[src/rtl/mux_2to1_arbiter_if.sv]
`default_nettype none
// ============================================================================
//  Module      : mux_2to1_arbiter_if
//  Description : Handshake bundle for the 2-to-1 arbiter: two valid/ready
//                requesters (A, B), one valid/ready output channel, plus the
//                mux select and busy status.
//  Revision    : 1.0 - initial release
// ============================================================================
interface mux_2to1_arbiter_if #(
    parameter int DATA_W = 8
);
    logic              a_valid;
    logic [DATA_W-1:0] a_data;
    logic              a_ready;
    logic              b_valid;
    logic [DATA_W-1:0] b_data;
    logic              b_ready;
    logic              y_valid;
    logic [DATA_W-1:0] y_data;
    logic              y_ready;
    logic              sel;
    logic              busy;

    // Arbiter side: consumes requests, produces the output channel.
    modport slave (
        input  a_valid, a_data,
        output a_ready,
        input  b_valid, b_data,
        output b_ready,
        output y_valid, y_data,
        input  y_ready,
        output sel, busy
    );

    // Requester/consumer side.
    modport master (
        output a_valid, a_data,
        input  a_ready,
        output b_valid, b_data,
        input  b_ready,
        input  y_valid, y_data,
        output y_ready,
        input  sel, busy
    );
endinterface
`default_nettype wire

[src/rtl/mux_2to1_arbiter.sv]
`default_nettype none
// ============================================================================
//  Module      : mux_2to1_arbiter
//  Description : Round-robin arbiter and sequencer for a 2-to-1 mux datapath.
//                Grants one of two valid/ready requesters at a time, limits a
//                grant to MAX_BURST transfers while the other side waits, and
//                registers the selected word into a one-entry output stage.
//  Revision    : 1.0 - initial release
// ============================================================================
module mux_2to1_arbiter #(
    parameter int DATA_W    = 8,
    parameter int MAX_BURST = 4     // 1..255
) (
    input  logic               clk,
    input  logic               rst_n,
    mux_2to1_arbiter_if.slave  bus
);

    localparam int          c_CNT_W      = 8;
    localparam logic [1:0]  c_ST_IDLE    = 2'd0;
    localparam logic [1:0]  c_ST_GNT_A   = 2'd1;
    localparam logic [1:0]  c_ST_GNT_B   = 2'd2;
    // Counter value at which the current transfer is the last one of a burst.
    localparam logic [c_CNT_W-1:0] c_BURST_LAST = c_CNT_W'(MAX_BURST - 1);

    logic [1:0]         r_state;
    logic [c_CNT_W-1:0] r_cnt;
    logic               r_sel;
    logic               r_last_b;      // 1 = B was served last
    logic               r_y_valid;
    logic [DATA_W-1:0]  r_y_data;

    logic [1:0]         w_nxt_state;
    logic [c_CNT_W-1:0] w_nxt_cnt;
    logic               w_can_load;
    logic               w_a_ready;
    logic               w_b_ready;
    logic               w_xfer_a;
    logic               w_xfer_b;
    logic               w_xfer;
    logic               w_cur_valid;
    logic               w_oth_valid;
    logic [1:0]         w_oth_state;
    logic               w_burst_last;

    // Handshake decode: a grantee may only move data when the output stage
    // is empty or being drained in the same cycle.
    assign w_can_load   = !r_y_valid || bus.y_ready;
    assign w_a_ready    = (r_state == c_ST_GNT_A) && w_can_load;
    assign w_b_ready    = (r_state == c_ST_GNT_B) && w_can_load;
    assign w_xfer_a     = bus.a_valid && w_a_ready;
    assign w_xfer_b     = bus.b_valid && w_b_ready;
    assign w_xfer       = w_xfer_a || w_xfer_b;
    assign w_cur_valid  = (r_state == c_ST_GNT_B) ? bus.b_valid : bus.a_valid;
    assign w_oth_valid  = (r_state == c_ST_GNT_B) ? bus.a_valid : bus.b_valid;
    assign w_oth_state  = (r_state == c_ST_GNT_B) ? c_ST_GNT_A : c_ST_GNT_B;
    assign w_burst_last = (r_cnt == c_BURST_LAST);

    // Next-state and burst-counter decision; the first matching rule wins.
    always_comb begin
        w_nxt_state = r_state;
        w_nxt_cnt   = r_cnt;
        case (r_state)
            c_ST_IDLE: begin
                w_nxt_cnt = '0;
                if (bus.a_valid && bus.b_valid) begin
                    w_nxt_state = r_last_b ? c_ST_GNT_A : c_ST_GNT_B;
                end else if (bus.a_valid) begin
                    w_nxt_state = c_ST_GNT_A;
                end else if (bus.b_valid) begin
                    w_nxt_state = c_ST_GNT_B;
                end
            end
            c_ST_GNT_A, c_ST_GNT_B: begin
                if (w_xfer && w_burst_last && w_oth_valid) begin
                    w_nxt_state = w_oth_state;
                    w_nxt_cnt   = '0;
                end else if (!w_cur_valid && w_oth_valid) begin
                    w_nxt_state = w_oth_state;
                    w_nxt_cnt   = '0;
                end else if (!w_cur_valid) begin
                    w_nxt_state = c_ST_IDLE;
                    w_nxt_cnt   = '0;
                end else if (w_xfer && !w_burst_last) begin
                    // Saturates at the burst limit while the other side idles.
                    w_nxt_cnt = r_cnt + 1'b1;
                end
            end
            default: begin
                w_nxt_state = c_ST_IDLE;
                w_nxt_cnt   = '0;
            end
        endcase
    end

    // Grant state, burst counter, registered select and round-robin history.
    always_ff @(posedge clk or negedge rst_n) begin
        if (!rst_n) begin
            r_state  <= c_ST_IDLE;
            r_cnt    <= '0;
            r_sel    <= 1'b0;
            r_last_b <= 1'b1;
        end else begin
            r_state <= w_nxt_state;
            r_cnt   <= w_nxt_cnt;
            if (w_nxt_state == c_ST_GNT_A) begin
                r_sel <= 1'b0;
            end else if (w_nxt_state == c_ST_GNT_B) begin
                r_sel <= 1'b1;
            end
            if (w_xfer) begin
                r_last_b <= w_xfer_b;
            end
        end
    end

    // One-entry output stage: load on transfer, clear on drain without load.
    always_ff @(posedge clk or negedge rst_n) begin
        if (!rst_n) begin
            r_y_valid <= 1'b0;
            r_y_data  <= '0;
        end else if (w_xfer) begin
            r_y_valid <= 1'b1;
            r_y_data  <= w_xfer_b ? bus.b_data : bus.a_data;
        end else if (bus.y_ready) begin
            r_y_valid <= 1'b0;
        end
    end

    assign bus.a_ready = w_a_ready;
    assign bus.b_ready = w_b_ready;
    assign bus.y_valid = r_y_valid;
    assign bus.y_data  = r_y_data;
    assign bus.sel     = r_sel;
    assign bus.busy    = (r_state != c_ST_IDLE);

endmodule
`default_nettype wire

[src/flat_wrapper.sv]
// flat-port wrapper written by rule: the top's interface ports become plain ports
module mux_2to1_arbiter_flat 
#(
    parameter int DATA_W    = 8,
    parameter int MAX_BURST = 4              
)
  (clk, rst_n, bus_a_valid, bus_a_data, bus_a_ready, bus_b_valid, bus_b_data, bus_b_ready, bus_y_valid, bus_y_data, bus_y_ready, bus_sel, bus_busy);
  mux_2to1_arbiter_if #(.DATA_W(DATA_W)) bus_i ();
  input  logic clk;
  input  logic rst_n;
  input wire logic [$bits(bus_i.a_valid)-1:0] bus_a_valid;
  input wire logic [$bits(bus_i.a_data)-1:0] bus_a_data;
  output wire logic [$bits(bus_i.a_ready)-1:0] bus_a_ready;
  input wire logic [$bits(bus_i.b_valid)-1:0] bus_b_valid;
  input wire logic [$bits(bus_i.b_data)-1:0] bus_b_data;
  output wire logic [$bits(bus_i.b_ready)-1:0] bus_b_ready;
  output wire logic [$bits(bus_i.y_valid)-1:0] bus_y_valid;
  output wire logic [$bits(bus_i.y_data)-1:0] bus_y_data;
  input wire logic [$bits(bus_i.y_ready)-1:0] bus_y_ready;
  output wire logic [$bits(bus_i.sel)-1:0] bus_sel;
  output wire logic [$bits(bus_i.busy)-1:0] bus_busy;
  assign bus_i.a_valid = bus_a_valid;
  assign bus_i.a_data = bus_a_data;
  assign bus_a_ready = bus_i.a_ready;
  assign bus_i.b_valid = bus_b_valid;
  assign bus_i.b_data = bus_b_data;
  assign bus_b_ready = bus_i.b_ready;
  assign bus_y_valid = bus_i.y_valid;
  assign bus_y_data = bus_i.y_data;
  assign bus_i.y_ready = bus_y_ready;
  assign bus_sel = bus_i.sel;
  assign bus_busy = bus_i.busy;
  mux_2to1_arbiter #(.DATA_W(DATA_W), .MAX_BURST(MAX_BURST)) u_core (.clk(clk), .rst_n(rst_n), .bus(bus_i));
endmodule
[config.mk]
export PLATFORM = sky130hd
export DESIGN_NAME = mux_2to1_arbiter_flat
export DESIGN_NICKNAME = d
export VERILOG_FILES = /design/src/rtl/mux_2to1_arbiter_if.sv /design/src/rtl/mux_2to1_arbiter.sv /design/src/flat_wrapper.sv
export SDC_FILE = /design/constraint.sdc
export NUM_CORES = 1
export LEC_CHECK = 0
export CORE_ASPECT_RATIO = 1.4
export CORE_MARGIN = 4
export CORE_UTILIZATION = 51
export CTS_CLUSTER_DIAMETER = 120
export CTS_CLUSTER_SIZE = 12
export DETAILED_ROUTE_END_ITERATION = 10
export PLACE_DENSITY = 0.84
export REMOVE_ABC_BUFFERS = 1
export SLEW_MARGIN = 15
export SYNTH_ARGS = -nofsm -noshare
export SYNTH_HDL_FRONTEND = slang
export SYNTH_SLANG_ARGS = --single-unit
[constraint.sdc]
create_clock -name clk -period 3.7 [get_ports clk]
set_input_delay 0.74 -clock clk [delete_from_list [all_inputs] [get_ports clk]]
set_output_delay 0.74 -clock clk [all_outputs]
set_load 0.005 [all_outputs]
Word level (Yosys, flattened, before mapping)
Index checks and enable logic that the tools add are counted.
Widths: inputs -> output; s select.

operators by class
  reductions and logical operators = 19
  add/subtract/negate cells = 1
  equal/unequal tests = 6
  muxes and demuxes = 21

operators by type and width
  kind                 number
  $mux 8               6
  $mux 2               8
  $logic_and 1x1->1    9
  $add 8x1->8 const B  1
  $eq 8x2->1 const B   1
  $mux 1               6
  $reduce_bool 2->1    3
  $ne 5x5->1 const B   1
  $eq 2x1->1 const B   2
  $eq 2x2->1 const B   2
  $pmux 2 s2           1
  $logic_not 1->1      3
  $logic_not 2->1      1
  $logic_or 1x1->1     2
  $reduce_or 2->1      1

word-level totals
  register bits = 21
  word-level logic and storage cells = 53
  input port bits = 21

Longest topological paths before layout
Gate-level depths: netlist of run 1.

  word-level depth = 12
  gate-level depth with buffers = 10

Least setup slack after synthesis of run 1
Ideal clock, no wire load.

  kind = input to register
  start = input bus_a_valid
  end = register u_core.r_sel, in the netlist u_core.bus.sel
  library setup time = 0.126 ns
  path slack = 1.340 ns
  stages = 8
  arrival time = 2.234 ns
  cells stage by stage = buf_4 > a22o_1 > nand4_1 > or3b_1 > a32o_1 > ha_1 > nand2_1 > o21ai_0

on the way
  word-level cells in the longest chain between the ends = 8
  elaborated cells between the ends (all ways) = 19
  those cells by class = eq/ne (2); mux (9); reduce/logical (8)

ends and longest elaborated chain
  what                                                        line                                              source
  start: declaration                                          flat_wrapper.sv:11                                input wire logic [$bits(bus_i.a_valid)-1:0] bus_a_valid;
  $mux 1 / $logic_and 1x1->1 (equally long branches)          mux_2to1_arbiter.sv:54, mux_2to1_arbiter.sv:51
  $logic_not 1->1 / $logic_or 1x1->1 (equally long branches)  mux_2to1_arbiter.sv:78, mux_2to1_arbiter.sv:53
  $logic_and 1x1->1 (on tied branches)                        mux_2to1_arbiter.sv:78, mux_2to1_arbiter.sv:75
  $mux 2 / $logic_and 1x1->1 (equally long branches)          mux_2to1_arbiter.sv:78, mux_2to1_arbiter.sv:75
  $mux 2                                                      mux_2to1_arbiter.sv:75                            if (w_xfer && w_burst_last && w_oth_valid) begin
  $pmux 2 s2 *                                                mux_2to1_arbiter.sv:63                            case (r_state)
  via u_core.w_nxt_state[0]                                   mux_2to1_arbiter.sv:33                            logic [1:0] w_nxt_state;
  $eq 2x1->1 / $eq 2x2->1 (equally long branches)             mux_2to1_arbiter.sv:106, mux_2to1_arbiter.sv:108
  $mux 1 / $reduce_bool 2->1 (equally long branches)          -
  end signal: assignment                                      mux_2to1_arbiter.sv:101                           r_sel <= 1'b0;
  end signal: assignment                                      mux_2to1_arbiter.sv:107                           r_sel <= 1'b0;
  end signal: assignment                                      mux_2to1_arbiter.sv:109                           r_sel <= 1'b1;
  end: declaration                                            mux_2to1_arbiter.sv:28                            logic r_sel;

The timed path passes the listed nets; every way through them passes the cells marked *.
A chain may end at the register's enable or synchronous reset.

Worst setup path in the final report of run 1
  start = input bus_b_valid
  end = register u_core.r_sel, in the netlist u_core.bus.sel

on the way
  word-level cells in the longest chain between the ends = 8
  elaborated cells between the ends (all ways) = 20
  those cells by class = eq/ne (2); mux (10); reduce/logical (8)

ends and longest elaborated chain
  what                                                        line                                              source
  start: declaration                                          flat_wrapper.sv:14                                input wire logic [$bits(bus_i.b_valid)-1:0] bus_b_valid;
  $mux 1 / $logic_and 1x1->1 (equally long branches)          mux_2to1_arbiter.sv:54, mux_2to1_arbiter.sv:52
  $logic_not 1->1 / $logic_or 1x1->1 (equally long branches)  mux_2to1_arbiter.sv:78, mux_2to1_arbiter.sv:53
  $logic_and 1x1->1 (on tied branches)                        mux_2to1_arbiter.sv:78, mux_2to1_arbiter.sv:75
  $mux 2 / $logic_and 1x1->1 (equally long branches)          mux_2to1_arbiter.sv:78, mux_2to1_arbiter.sv:75
  $mux 2                                                      mux_2to1_arbiter.sv:75
  $pmux 2 s2 *                                                mux_2to1_arbiter.sv:63
  via u_core.w_nxt_state[0]                                   mux_2to1_arbiter.sv:33
  $eq 2x1->1 / $eq 2x2->1 (equally long branches)             mux_2to1_arbiter.sv:106, mux_2to1_arbiter.sv:108
  $mux 1 / $reduce_bool 2->1 (equally long branches)          -

Marked as above.

==> results of run 1 <==
==> flip-flops by register name, summed over array words and instances, names as in the netlist <==
name	cells
u_core.r_last_b	1
u_core.r_cnt	8
u_core.bus.y_data	8
u_core.bus.y_valid	1
u_core.bus.sel	1
u_core.r_state	2
==> logic make-up (layout without fill, tap and decap cells) <==
kind of cell             Yosys count  in the layout  share of synthesized area [%]
adder cells (fa/ha/maj)            6              6                          5.882
AO/OA/AOI/OAI                     35             35                          17.75
buffers and inverters              8             40                          2.844
flip-flops                        21             21                          41.27
XOR/XNOR                           2              2                          1.373
multiplexers                      11             11                          8.726
AND/OR/NAND/NOR                   50             50                          22.16
==> power groups by stage <==
stage,Sequential [mW],Combinational [mW],Clock [mW]
floorplan,0.356,0.286,0
global placement,0.357,0.507,0
detailed placement,0.361,0.528,0
CTS,0.357,0.531,0.111
global route,0.368,0.581,0.122
finish,0.356,0.519,0.106
==> per-stage QoR <==
| step | util [%] | hold slack (ps) | setup slack, ps | power (mW) |
|---|---|---|---|---|
| 5_1_grt | 69.02 | 533.6 | 738.4 | 1.070 |
| 6_report | 69.02 | 492.9 | 869.8 | 0.9810 |
| 3_3_place_gp | 67.92 | 463.5 | 675.2 | 0.8647 |
| 2_1_floorplan | - | 444.4 | 1366 | 0.6423 |
| 4_1_cts | 69.02 | 499.7 | 861.8 | 0.9992 |
| 3_5_place_dp | 67.92 | 473.9 | 555.3 | 0.8889 |
==> layer usage <==
layer | up-vias | global-route usage [%] | routed length [um]
li1 | 551 | - | -
met1 | 525 | 19.92 | 1093
met2 | 28 | 35.46 | 1567
met3 | 2 | 2.208 | 133
met4 | 0 | 7.266 | 21
met5 | - | 0 | 0
==> worst paths after layout <==
kind | startpoint | endpoint | slack, ps | depth (start not counted)
setup / recovery | bus_b_valid | u_core.bus.sel | 870 | 8
hold / removal | u_core.bus.y_data[3] | u_core.bus.y_data[3] | 490 | 2
setup reg to reg | u_core.r_state[0] | u_core.bus.sel | 1070 | 9
hold reg to reg | u_core.bus.y_data[3] | u_core.bus.y_data[3] | 490 | 2
max in group asynchronous | rst_n | u_core.bus.y_data[0] | 2180 | 1
min in group asynchronous | rst_n | u_core.r_cnt[7] | 960 | 1
==> layout by cell type (no fill, tap or decap), types with 3 or more instances in the layout <==
master / n
ha_1: 6
inv_1: 3
mux2i_1: 10
clkbuf_4: 3
nor2_1: 5
clkdlybuf4s50_1: 33
or3_2: 3
nor2b_1: 3
o21ai_0: 16
dfrtp_1: 20
nand3_1: 5
nand2_1: 19
a21oi_1: 4
==> critical path, stage by stage <==
cell	delay (ps)
clkdlybuf4s50_1	720
a22o_1	220
nand4_1	180
or3b_1	420
a32o_1	290
ha_1	310
nand2_1	60
o21ai_0	80
==> cell usage after synthesis (3+ instances only) <==
cell	instances
nand2_1	19
nor2_1	5
mux2i_1	10
o21ai_0	16
inv_1	3
or3_2	3
a21oi_1	4
nand3_1	5
dfrtp_1	20
ha_1	6
nor2b_1	3
==> final cells by class <==
class                   count  area share, %
multi-input cells         104          43.21
flip-flops and latches     21          31.92
repair buffers             33          20.02
well taps                  34          2.578
clock buffers               4          1.592
inverters                   3         0.6823
==> results.json, run 1 <==
{
  "clock_path_buffers": 2,
  "seq_power_share_pct": 36.3,
  "port_buffers": 33,
  "netlist.area_leader.share_pct": 39.22,
  "switchingPower_mw": 0.3629,
  "cts_buffers": 3,
  "antenna_found_initial": 0,
  "grt_pass1_wl_mm": 4.795,
  "post_cts_resized": 0,
  "ys_ff_latch": 21,
  "regArea_um2": 526.8,
  "syn_to_final_growth_pct": 29.31,
  "synth_area_leaders": "dfrtp_1, mux2i_1, o21ai_0, ha_1, nand2_1",
  "postPlaceCellArea_mm2": 0.001624,
  "hold_viol": 0,
  "cap_viol_max_count": 0,
  "numClockSinks": 21,
  "syn_inst": 133,
  "synth_area_mm2": 0.001276,
  "cts_tree": "built",
  "cts_hold_buf": 0,
  "period_share_pct": 76.49,
  "synth-async-reset-ratio_pct": 100.0,
  "hp-class": "reg2reg",
  "clk_latency_ps": 290,
  "ant_nets": 0,
  "clock.fmax_mhz": 353.3,
  "die_area_mm2": 0.003378,
  "tightest_slew_ps": 929.9,
  "cts-root-buf": "clkbuf_4",
  "dp.cells": 195,
  "cp_max_fo": 13,
  "grt_usage_pct": 18.33,
  "synth.avg_cell_area_um2": 9.596,
  "clkTransAtPathRegs_ps": 110,
  "gr-total-overflow": 0,
  "drive_above_1_share_pct": 8.485,
  "synth_ff_type": "dfrtp_1",
  "rsz0062_at_grt": "false",
  "start_kind": "input pin",
  "grt_max_degree": 22,
  "p_leak_nw": 0.6637,
  "start_util_pct": 53.38,
  "slew_headroom_pct": 37.81,
  "finalSetupTns_ps": 0,
  "synth_warnings": 0,
  "routed_wirelength_mm": 2.816,
  "insertedDiodeCount": 0,
  "skew_ps": 3.275,
  "fillers": 203,
  "setup_viol": 0,
  "required_ps": 3880,
  "drv_slew": 0,
  "synth_top_cell_by_area": "dfrtp_1",
  "finalNonFillerCells": 199,
  "dieWidth_um": 50.28,
  "crit_type": "in2reg",
  "p_sw_share_pct": 36.99,
  "dr.pass1.iters": 4,
  "rows": 21,
  "drt_drc_violations_left": 0,
  "first_global_vias": 1172,
  "wl_per_cell_um": 14.15,
  "arrival_ps": 3010,
  "synth_edf_count": 0,
  "vias_per_cell": 5.558,
  "place_congestion": 0.8034,
  "pwr-share-comb_pct": 52.9,
  "ir_drop_mv": 0.4224,
  "ys_types": 42,
  "final_nets": 193,
  "cp-end-kind": "flip-flop",
  "cts_setup_buffers": 0,
  "initialDrtViolationCount": 25,
  "htreeDepth": 1,
  "via_count": 1106,
  "core_mm2": 0.002391,
  "yosysSeqAreaShare_pct": 41.27,
  "min_period_ps": 2830,
  "boundaryPins": 34,
  "multi_input_area_um2": 713.2,
  "dieHeight_um": 67.19,
  "power.density_mw_per_mm2": 594.4,
  "status": "completed",
  "p_int_mw": 0.6181,
  "clkPwrFrac_pct": 10.8,
  "final_design_area_no_fill_mm2": 0.001650
}
Note: power is estimated with default switching activity, not from simulation.
==> run 2, diff against run 1 <==
--- a/config.mk
+++ b/config.mk
@@ -7,11 +7,11 @@
 export LEC_CHECK = 0
 export CORE_ASPECT_RATIO = 1.4
 export CORE_MARGIN = 4
-export CORE_UTILIZATION = 51
+export CORE_UTILIZATION = 43
 export CTS_CLUSTER_DIAMETER = 120
 export CTS_CLUSTER_SIZE = 12
 export DETAILED_ROUTE_END_ITERATION = 10
-export PLACE_DENSITY = 0.84
+export PLACE_DENSITY = 0.75
 export REMOVE_ABC_BUFFERS = 1
 export SLEW_MARGIN = 15
 export SYNTH_ARGS = -nofsm -noshare
==> constraint.sdc (replaced) <==
create_clock -name clk -period 2.54 [get_ports clk]
set_input_delay 0.508 -clock clk [delete_from_list [all_inputs] [get_ports clk]]
set_output_delay 0.508 -clock clk [all_outputs]
set_load 0.005 [all_outputs]
==> run 2 against run 1 <==
Cell area is 5.9% higher. Combinational power up 54%. Critical path depth is 3 lower. Total power is 57% higher.
==> results.json, run 2 (same netlist as run 1, synthesis figures left out) <==
{
  "status": "completed",
  "cp_num_buf_inv": 3,
  "switchingPower_mw": 0.5567,
  "drive_above_1_share_pct": 13.79,
  "cp_max_fo": 5,
  "via_count": 1167,
  "critical_path.max_stage_delay_ps": 500,
  "multi_input_area_um2": 719.4,
  "power.density_mw_per_mm2": 880.0,
  "p_int_mw": 0.9815,
  "cts-root-buf": "clkbuf_8",
  "cap_viol_max_count": 0,
  "cpMostUsedCell": "clkdlybuf4s50_1",
  "ant_nets": 0,
  "pwr-share-comb_pct": 51.8,
  "place_congestion": 0.7942,
  "min_period_ps": 2393,
  "die_area_mm2": 0.003916,
  "layout_commonest_cell": "clkdlybuf4s50_1",
  "clk_latency_ps": 260,
  "port_buffers": 33,
  "routed_wirelength_mm": 3.025,
  "hp-class": "reg2reg",
  "p_leak_nw": 0.7136,
  "hold_viol": 0,
  "tightest_slew_ps": 449.2,
  "clock_path_buffers": 2,
  "seq_power_share_pct": 33.8,
  "worstPathCellList": "clkdlybuf4s50_1 > nand2b_1 > buf_4 > and2_1 > clkdlybuf4s50_1",
  "finalNonFillerCells": 211,
  "holdWs_ps": 485.6,
  "crit_type": "in2out",
  "final_nets": 202,
  "reg2regPathDepth": 8,
  "insertedDiodeCount": 0,
  "drv_slew": 0,
  "clkTransAtPathRegs_ps": 70,
  "cp-end-kind": "output pin",
  "critPathTopFamily": "buffers and inverters",
  "drt_drc_violations_left": 0,
  "clkPwrFrac_pct": 14.4,
  "required_ps": 2030,
  "timing.rr.start": "u_core.r_cnt[0]",
  "gr-total-overflow": 0,
  "crit_path_start": "bus_y_ready",
  "period_share_pct": 94.20,
  "setup_viol": 0,
  "ir_drop_mv": 0.5021,
  "boundaryPins": 34,
  "crit_path_end": "bus_a_ready",
  "cp_num_cells": 5,
  "initialDrtViolationCount": 19,
  "grt_pass1_wl_mm": 5.326,
  "dieWidth_um": 54.05,
  "p_sw_share_pct": 36.19,
  "fillers": 242,
  "wl_per_cell_um": 14.34,
  "dieHeight_um": 72.46,
  "core_mm2": 0.002849,
  "layout_common_cells": "clkdlybuf4s50_1, dfrtp_1, nand2_1",
  "hpwl_mm": 2.387,
  "start_kind": "input pin",
  "dp.cells": 207,
  "ff2ff_setup_slack_ps": 190,
  "cts_hold_buf": 0,
  "arrival_ps": 1880,
  "htreeDepth": 1,
  "start_util_pct": 44.80,
  "vias_per_cell": 5.531,
  "grt_max_degree": 22,
  "worstReg2RegEnd": "u_core.bus.sel",
  "dr.pass1.iters": 4,
  "syn_to_final_growth_pct": 36.96,
  "slew_headroom_pct": 69.87,
  "cts_tree": "built",
  "crit_slowest_cell": "clkdlybuf4s50_1",
  "clock.fmax_mhz": 418.0,
  "regArea_um2": 526.8,
  "grt_usage_pct": 18.14,
  "antenna_found_initial": 0,
  "cts_buffers": 3,
  "rows": 23,
  "first_global_vias": 1257,
  "numClockSinks": 21,
  "skew_ps": 1.218
}
## run 2: layout make-up
class	count	share of cell area (%)
clock buffer	3	2.362
multi-input combinational	104	41.16
timing repair buffer	42	22.76
tap	37	2.649
sequential	21	30.14
clock inverter	1	0.2863
inverter	3	0.6442
## run 2: per-stage QoR
step           total power [mW]  worst slack [ps]  TNS, ps  utilization (%)  instance area, um2
2_1_floorplan            0.9356             206.5        0                -                1251
3_3_place_gp              1.310             68.19        0            59.51                1695
3_5_place_dp              1.330             44.99        0            59.51                1695
4_1_cts                   1.558             137.6        0            61.13                1742
5_1_grt                   1.670            -20.67   -20.67            61.35                1748
6_report                  1.538             147.4        0            61.35                1748
## run 2: tightest hold or removal path, delay by kind of cell (launching register included)
family	cells	cell delay, ps
flops	1	350
compound gates	1	60
simple gates	1	50
## run 2: metal layers
metal  part of all wire (%)  vias up  track usage (%)
li1                       -      570                -
met1                     37      553            18.72
met2                     56       39            34.23
met3                    5.3        5            3.696
met4                    1.4        0            6.648
met5                      0        -                0
## run 2: worst min path at each step
stage                         start              endpoint  slack (ps)  cells past startpoint
2_1_floorplan                 rst_n        u_core.bus.sel         210                      0
6_report       u_core.bus.y_data[5]  u_core.bus.y_data[5]         490                      2
3_3_place_gp   u_core.bus.y_data[3]  u_core.bus.y_data[3]         460                      2
3_5_place_dp   u_core.bus.y_data[5]  u_core.bus.y_data[5]         470                      2
5_1_grt        u_core.bus.y_data[1]  u_core.bus.y_data[1]         520                      2
4_1_cts        u_core.bus.y_data[5]  u_core.bus.y_data[5]         490                      2
## run 2: timing repair
item,CTS,global route
buffers inserted,0,0
setup endpoints to repair,0,1
resized for setup,0,1
## run 2: power by group through the flow
stage / Clock, mW / Sequential (mW) / Combinational [mW]
4_1_cts: 0.229 / 0.521 / 0.808
5_1_grt: 0.244 / 0.539 / 0.887
3_3_place_gp: 0 / 0.522 / 0.789
2_1_floorplan: 0 / 0.519 / 0.417
3_5_place_dp: 0 / 0.526 / 0.804
6_report: 0.221 / 0.520 / 0.797
